## config.mk

```make
export PLATFORM = sky130hd
export DESIGN_NAME = muldiv_hilo_flat
export DESIGN_NICKNAME = d
export VERILOG_FILES = /design/src/rtl/muldiv_hilo_if.sv /design/src/rtl/muldiv_hilo.sv /design/src/flat_wrapper.sv
export SDC_FILE = /design/constraint.sdc
export NUM_CORES = 1
export LEC_CHECK = 0
export CORE_ASPECT_RATIO = 2
export CORE_MARGIN = 1
export CORE_UTILIZATION = 45
export DETAILED_ROUTE_END_ITERATION = 8
export GPL_TIMING_DRIVEN = 0
export PLACE_DENSITY = 0.68
export SYNTH_ARGS = -nofsm -noshare
export SYNTH_HDL_FRONTEND = slang
export SYNTH_SLANG_ARGS = --single-unit
```

## constraint.sdc

```tcl
create_clock -name clk -period 7.7 [get_ports clk]
set_clock_uncertainty 0.2 [all_clocks]
set_input_delay 1.54 -clock clk [delete_from_list [all_inputs] [get_ports clk]]
set_output_delay 1.54 -clock clk [all_outputs]
set_load 0.02 [all_outputs]
```

## src/rtl/muldiv_hilo_if.sv

```systemverilog
// muldiv_hilo_if: issue, MT* write and HI/LO result bundle between control path and the mul/div unit
interface muldiv_hilo_if #(parameter int XLEN = 32);
  logic            start;
  logic [1:0]      op;
  logic [XLEN-1:0] a;
  logic [XLEN-1:0] b;
  logic            mthi;
  logic            mtlo;
  logic [XLEN-1:0] wdata;
  logic            busy;
  logic            done;
  logic            div_zero;
  logic [XLEN-1:0] hi;
  logic [XLEN-1:0] lo;
  modport master (output start, op, a, b, mthi, mtlo, wdata, input busy, done, div_zero, hi, lo);
  modport slave (input start, op, a, b, mthi, mtlo, wdata, output busy, done, div_zero, hi, lo);
endinterface

```

## src/rtl/muldiv_hilo.sv

```systemverilog
// muldiv_hilo: iterative MIPS multiply/divide unit (32 CALC cycles + FIX) owning the HI/LO registers
module muldiv_hilo #(parameter int XLEN = 32) (
  input logic clk,
  input logic reset_n,
  muldiv_hilo_if.slave bus
);
  typedef enum logic [1:0] {IDLE, CALC, FIX} state_t;
  state_t state;
  logic [1:0] op_r;
  logic neg_q, neg_r, done, div_zero;
  logic [5:0] cnt;
  logic [XLEN-1:0] ma, mb, rem, hi, lo, diff, quo, rmd, abs_a, abs_b;
  logic [XLEN:0] sum, t;
  logic [2*XLEN-1:0] acc, prod;
  logic sgn, is_div, borrow, dz;
  // ma holds multiplicand or dividend/quotient, mb holds multiplier or divisor
  always_comb begin
    sgn = ~op_r[0];
    is_div = op_r[1];
    sum = {1'b0, acc[2*XLEN-1:XLEN]} + (mb[0] ? {1'b0, ma} : '0);
    t = {rem, ma[XLEN-1]};
    borrow = t < {1'b0, mb};
    diff = t[XLEN-1:0] - mb;
    dz = mb == '0;
    prod = sgn && neg_q ? -acc : acc;
    quo = dz ? '1 : sgn && neg_q ? -ma : ma;
    rmd = sgn && neg_r ? -rem : rem;
    abs_a = !bus.op[0] && bus.a[XLEN-1] ? -bus.a : bus.a;
    abs_b = !bus.op[0] && bus.b[XLEN-1] ? -bus.b : bus.b;
  end
  always_ff @(posedge clk) begin
    if (!reset_n) begin
      state <= IDLE;
      hi <= '0;
      lo <= '0;
      done <= 1'b0;
      div_zero <= 1'b0;
    end else begin
      done <= 1'b0;
      case (state)
        IDLE: if (bus.start) begin
          op_r <= bus.op;
          ma <= abs_a;
          mb <= abs_b;
          neg_q <= bus.a[XLEN-1] ^ bus.b[XLEN-1];
          neg_r <= bus.a[XLEN-1];
          acc <= '0;
          rem <= '0;
          cnt <= '0;
          div_zero <= 1'b0;
          state <= CALC;
        end else begin
          if (bus.mthi) hi <= bus.wdata;
          if (bus.mtlo) lo <= bus.wdata;
        end
        CALC: begin
          if (is_div) begin
            rem <= borrow ? t[XLEN-1:0] : diff;
            ma <= {ma[XLEN-2:0], ~borrow};
          end else begin
            acc <= {sum, acc[XLEN-1:1]};
            mb <= mb >> 1;
          end
          cnt <= cnt + 6'd1;
          if (cnt == 6'd31) state <= FIX;
        end
        FIX: begin
          hi <= is_div ? rmd : prod[2*XLEN-1:XLEN];
          lo <= is_div ? quo : prod[XLEN-1:0];
          div_zero <= is_div && dz;
          done <= 1'b1;
          state <= IDLE;
        end
        default: state <= IDLE;
      endcase
    end
  end
  assign bus.busy = state != IDLE;
  assign bus.done = done;
  assign bus.div_zero = div_zero;
  assign bus.hi = hi;
  assign bus.lo = lo;
endmodule

```

## src/flat_wrapper.sv

```systemverilog
// flat-port wrapper written by rule: the top's interface ports become plain ports
module muldiv_hilo_flat 
#(parameter int XLEN = 32)
  (clk, reset_n, bus_start, bus_op, bus_a, bus_b, bus_mthi, bus_mtlo, bus_wdata, bus_busy, bus_done, bus_div_zero, bus_hi, bus_lo);
  muldiv_hilo_if #(.XLEN(XLEN)) bus_i ();
  input logic clk;
  input logic reset_n;
  input wire logic [$bits(bus_i.start)-1:0] bus_start;
  input wire logic [$bits(bus_i.op)-1:0] bus_op;
  input wire logic [$bits(bus_i.a)-1:0] bus_a;
  input wire logic [$bits(bus_i.b)-1:0] bus_b;
  input wire logic [$bits(bus_i.mthi)-1:0] bus_mthi;
  input wire logic [$bits(bus_i.mtlo)-1:0] bus_mtlo;
  input wire logic [$bits(bus_i.wdata)-1:0] bus_wdata;
  output wire logic [$bits(bus_i.busy)-1:0] bus_busy;
  output wire logic [$bits(bus_i.done)-1:0] bus_done;
  output wire logic [$bits(bus_i.div_zero)-1:0] bus_div_zero;
  output wire logic [$bits(bus_i.hi)-1:0] bus_hi;
  output wire logic [$bits(bus_i.lo)-1:0] bus_lo;
  assign bus_i.start = bus_start;
  assign bus_i.op = bus_op;
  assign bus_i.a = bus_a;
  assign bus_i.b = bus_b;
  assign bus_i.mthi = bus_mthi;
  assign bus_i.mtlo = bus_mtlo;
  assign bus_i.wdata = bus_wdata;
  assign bus_busy = bus_i.busy;
  assign bus_done = bus_i.done;
  assign bus_div_zero = bus_i.div_zero;
  assign bus_hi = bus_i.hi;
  assign bus_lo = bus_i.lo;
  muldiv_hilo #(.XLEN(XLEN)) u_core (.clk(clk), .reset_n(reset_n), .bus(bus_i));
endmodule
```

==> metrics.md <==
| Metric | Value |
|---|---|
| Result of the run | `finished, final reports clean` |
| Initial core utilization | `45.7%` |
| Synthesized instance count | `2,008` |
| Setup_tns | `0 ps` |
| Number of library cell types mapped by synthesis | `72` |
| Max Root-Sink Buffers | `3` |
| # IOs | `170` |
| Number of buffers added to fix hold violations after cts | `0` |
| Slew margin rel. | `6.47%` |
| Number of enable-type register cells in the synthesized netlist | `170` |
| Post-synthesis to final-layout area growth | `19.3%` |
| Synthesis warning total | `0` |
| CTS Buf Count | `25` |
| CTS tree | `done` |
| Net count after synthesis | `2,184` |
| Synth area leader | `edfxtp_1` |
| Cell chosen for the clock root | `clkbuf_16` |
| Top_reg_cell synth | `edfxtp_1` |
| Avg WL per Cell | `25.1 um` |
| Number of global-route vias before repair | `16,500` |
| Part of the Yosys area used for sequential elements | `37.2%` |
| Data arrival, critical path | `5500 ps` |
| Class of the most critical setup path | `flop to flop` |
| Cell Area, Synth | `17,400 um^2` |
| Width of the die | `141 um` |
| Leakage | `0.00770 uW` |
| DIE AREA | `39,400 um^2` |
| Via/cell ratio | `6.01` |
| Detailed placement HPWL | `56,100 um` |
| Number of slew-limit violations in the final report | `0` |
| Std-Cell Rows | `101` |
| Largest voltage drop on the vdd net | `141 uV` |
| Sum of overflow across all layers after global routing | `0` |
| Top cell type's share of synthesized area | `29.4%` |
| Hold Path Origin | `u_core.bus.lo[27]` |
| Utilization of the core after routing | `54.5%` |
| Number of synthesized register bits | `238` |
| Routability cong. | `1.04` |
| Period utilisation layout | `70.6%` |
| Total length of routed wires | `68,800 um` |
| Total power consumption of the routed design | `3940 uW` |
| Vias after detailed routing | `16,500` |
| First-pass GRT wire length | `101,000 um` |
| Startpoint type of the worst setup path | `flop` |
| Mean instance size in the synthesized netlist | `8.65 um^2` |
| Number of DRC markers in iteration 0 | `1,004` |
| RSZ-0062 raised after global routing | `no` |
| Power density over the cells | `190 nW/um^2` |
| Worst setup startpoint | `u_core.ma[31]` |
| Clock input transition at the sequential cells of the worst setup and hold paths | `60 ps` |
| Number of buffers added on ports | `168` |
| Largest net degree at the start of global routing | `29` |
| Final setup fails | `0` |
| Antenna violations before repair | `1` |
| Post-CTS Setup Bufs | `0` |
| Kind of path behind the tightest hold check | `flop to flop` |
| Worst reg2reg path startpoint | `u_core.ma[31]` |
| Synth async-reset ratio | `0%` |
| Number of nets in the final layout | `2,384` |
| Clock Sinks | `238` |
| Setup slack, reg-to-reg | `2260 ps` |
| Total number of H-tree levels | `1` |
| Floorplan core area | `38,000 um^2` |
| Count of nets left with antenna violations after detail routing | `0` |
| Final-report hold violation count | `0` |
| Critical path peak fanout | `10` |
| Maximum operating frequency | `184 MHz` |
| Final critical delay including setup and external delays | `5440 ps` |
| Kind of capture point of the worst setup path | `flop` |
| Area contributors post-synth | `edfxtp_1, dfxtp_1, xnor2_1, xor2_1, ha_1` |
| Max Cap Viol | `0` |
| Gr usage total | `35.1%` |
| DIE HEIGHT | `280 um` |
| Number of search-and-repair iterations in the first detailed-routing pass | `5` |
| Share of final-layout standard cells stronger than drive strength 1 | `3.41%` |
| Clk_lat worst skew | `570 ps` |
| DRC violation count after routing | `0` |
| Transition at the pin with the smallest max-transition slack | `1400 ps` |
| Number of instances resized during post-cts repair | `0` |
| Data required time at the worst endpoint | `7760 ps` |
## placed cells by master (no fill, tap or decap), types with 26 or more instances in the layout
master,n
clkbuf_1,99
o21ai_0,172
o221ai_1,27
nor3_1,39
nand2_1,167
a31oi_1,41
dfxtp_1,68
clkbuf_16,27
nor4_1,32
and2_1,74
nand3_1,37
nor2_1,187
mux2i_1,26
inv_1,78
xor2_1,103
clkdlybuf4s50_1,168
xnor2_1,130
a21oi_1,153
ha_1,71
edfxtp_1,170
## final cells by class
class                      instances  area [um^2]
timing repair buffer             173         1800
clock inverter                     8         98.8
tap                              515          644
antenna                            1         2.50
buffer                           109          422
inverter                          79          297
multi-input combinational       1582        10200
sequential                       238         6470
clock buffer                      37          783
fill                            3575        17300
## worst paths after layout
kind / to / depth (start not counted)
worst max-delay path: u_core.rem[0] / 12
worst min-delay path: u_core.bus.lo[27] / 2
worst min register to register: u_core.bus.lo[27] / 2
worst max register to register: u_core.rem[0] / 12
## critical path, stage by stage (launching register included)
cell      delay (ps)
edfxtp_1         440
inv_1            400
ha_1             300
nor2b_1           70
o31a_1           290
o21ai_0          510
o21ai_0          530
a21oi_1          440
o21ai_0          230
o21ai_1          440
buf_2            430
clkbuf_1         660
a211oi_1         180
## synthesized netlist by cell type, types with 41 or more instances
master	count
dfxtp_1	68
a31oi_1	41
o21ai_0	172
inv_1	78
nand2_1	167
a21oi_1	155
edfxtp_1	170
and2_1	74
ha_1	71
xnor2_1	130
nor2_1	187
clkbuf_1	96
xor2_1	103
## metrics by stage
| stage | std cells | hold slack, ps | worst slack [ps] | area (um^2) |
|---|---|---|---|---|
| 2_1_floorplan | 2008 | 337 | 135 | 17400 |
| 3_3_place_gp | 2691 | 262 | -2750 | 19700 |
| 3_5_place_dp | 2696 | 270 | 2360 | 19800 |
| 4_1_cts | 2741 | 279 | 2330 | 20700 |
| 5_1_grt | 2741 | 300 | 2210 | 20700 |
| 6_report | 2742 | 276 | 2260 | 20700 |
## state kept, by name, summed over array words and instances (netlist names)
name / count
u_core.acc: 64
u_core.bus.hi: 32
u_core.bus.lo: 32
u_core.ma: 32
u_core.mb: 32
u_core.rem: 32
u_core.cnt: 6
u_core.op_r: 2
u_core.state: 2
u_core.bus.div_zero: 1
u_core.bus.done: 1
u_core.neg_q: 1
u_core.neg_r: 1
## metal layers
metal  vias to the layer above  global-route usage (%)  wire length (um)
li1                       7699                       -                 -
met1                      7905                    31.6             21600
met2                       622                    66.9             36800
met3                       246                    4.91              3610
met4                         0                    31.2              6780
met5                         -                       0                 0
## power breakdown
| part | leakage, uW | internal [uW] | switching [uW] |
|---|---|---|---|
| Clock | 0.000439 | 771 | 558 |
| Sequential | 0.00220 | 1490 | 122 |
| Combinational | 0.00507 | 410 | 585 |
| Total | 0.00770 | 2670 | 1260 |
## cells by family after synthesis
logic type / Yosys count / synth area share [%]
DFF: 238 / 37.2
adders and majority gates: 73 / 5.35
and+or+nand+nor: 669 / 19.0
AOI/OAI and AO/OA: 580 / 20.9
buffers and inverters: 188 / 4.13
muxes: 27 / 1.63
xor gates and xnor gates: 233 / 11.7
Power figures use the tool's default switching activity.
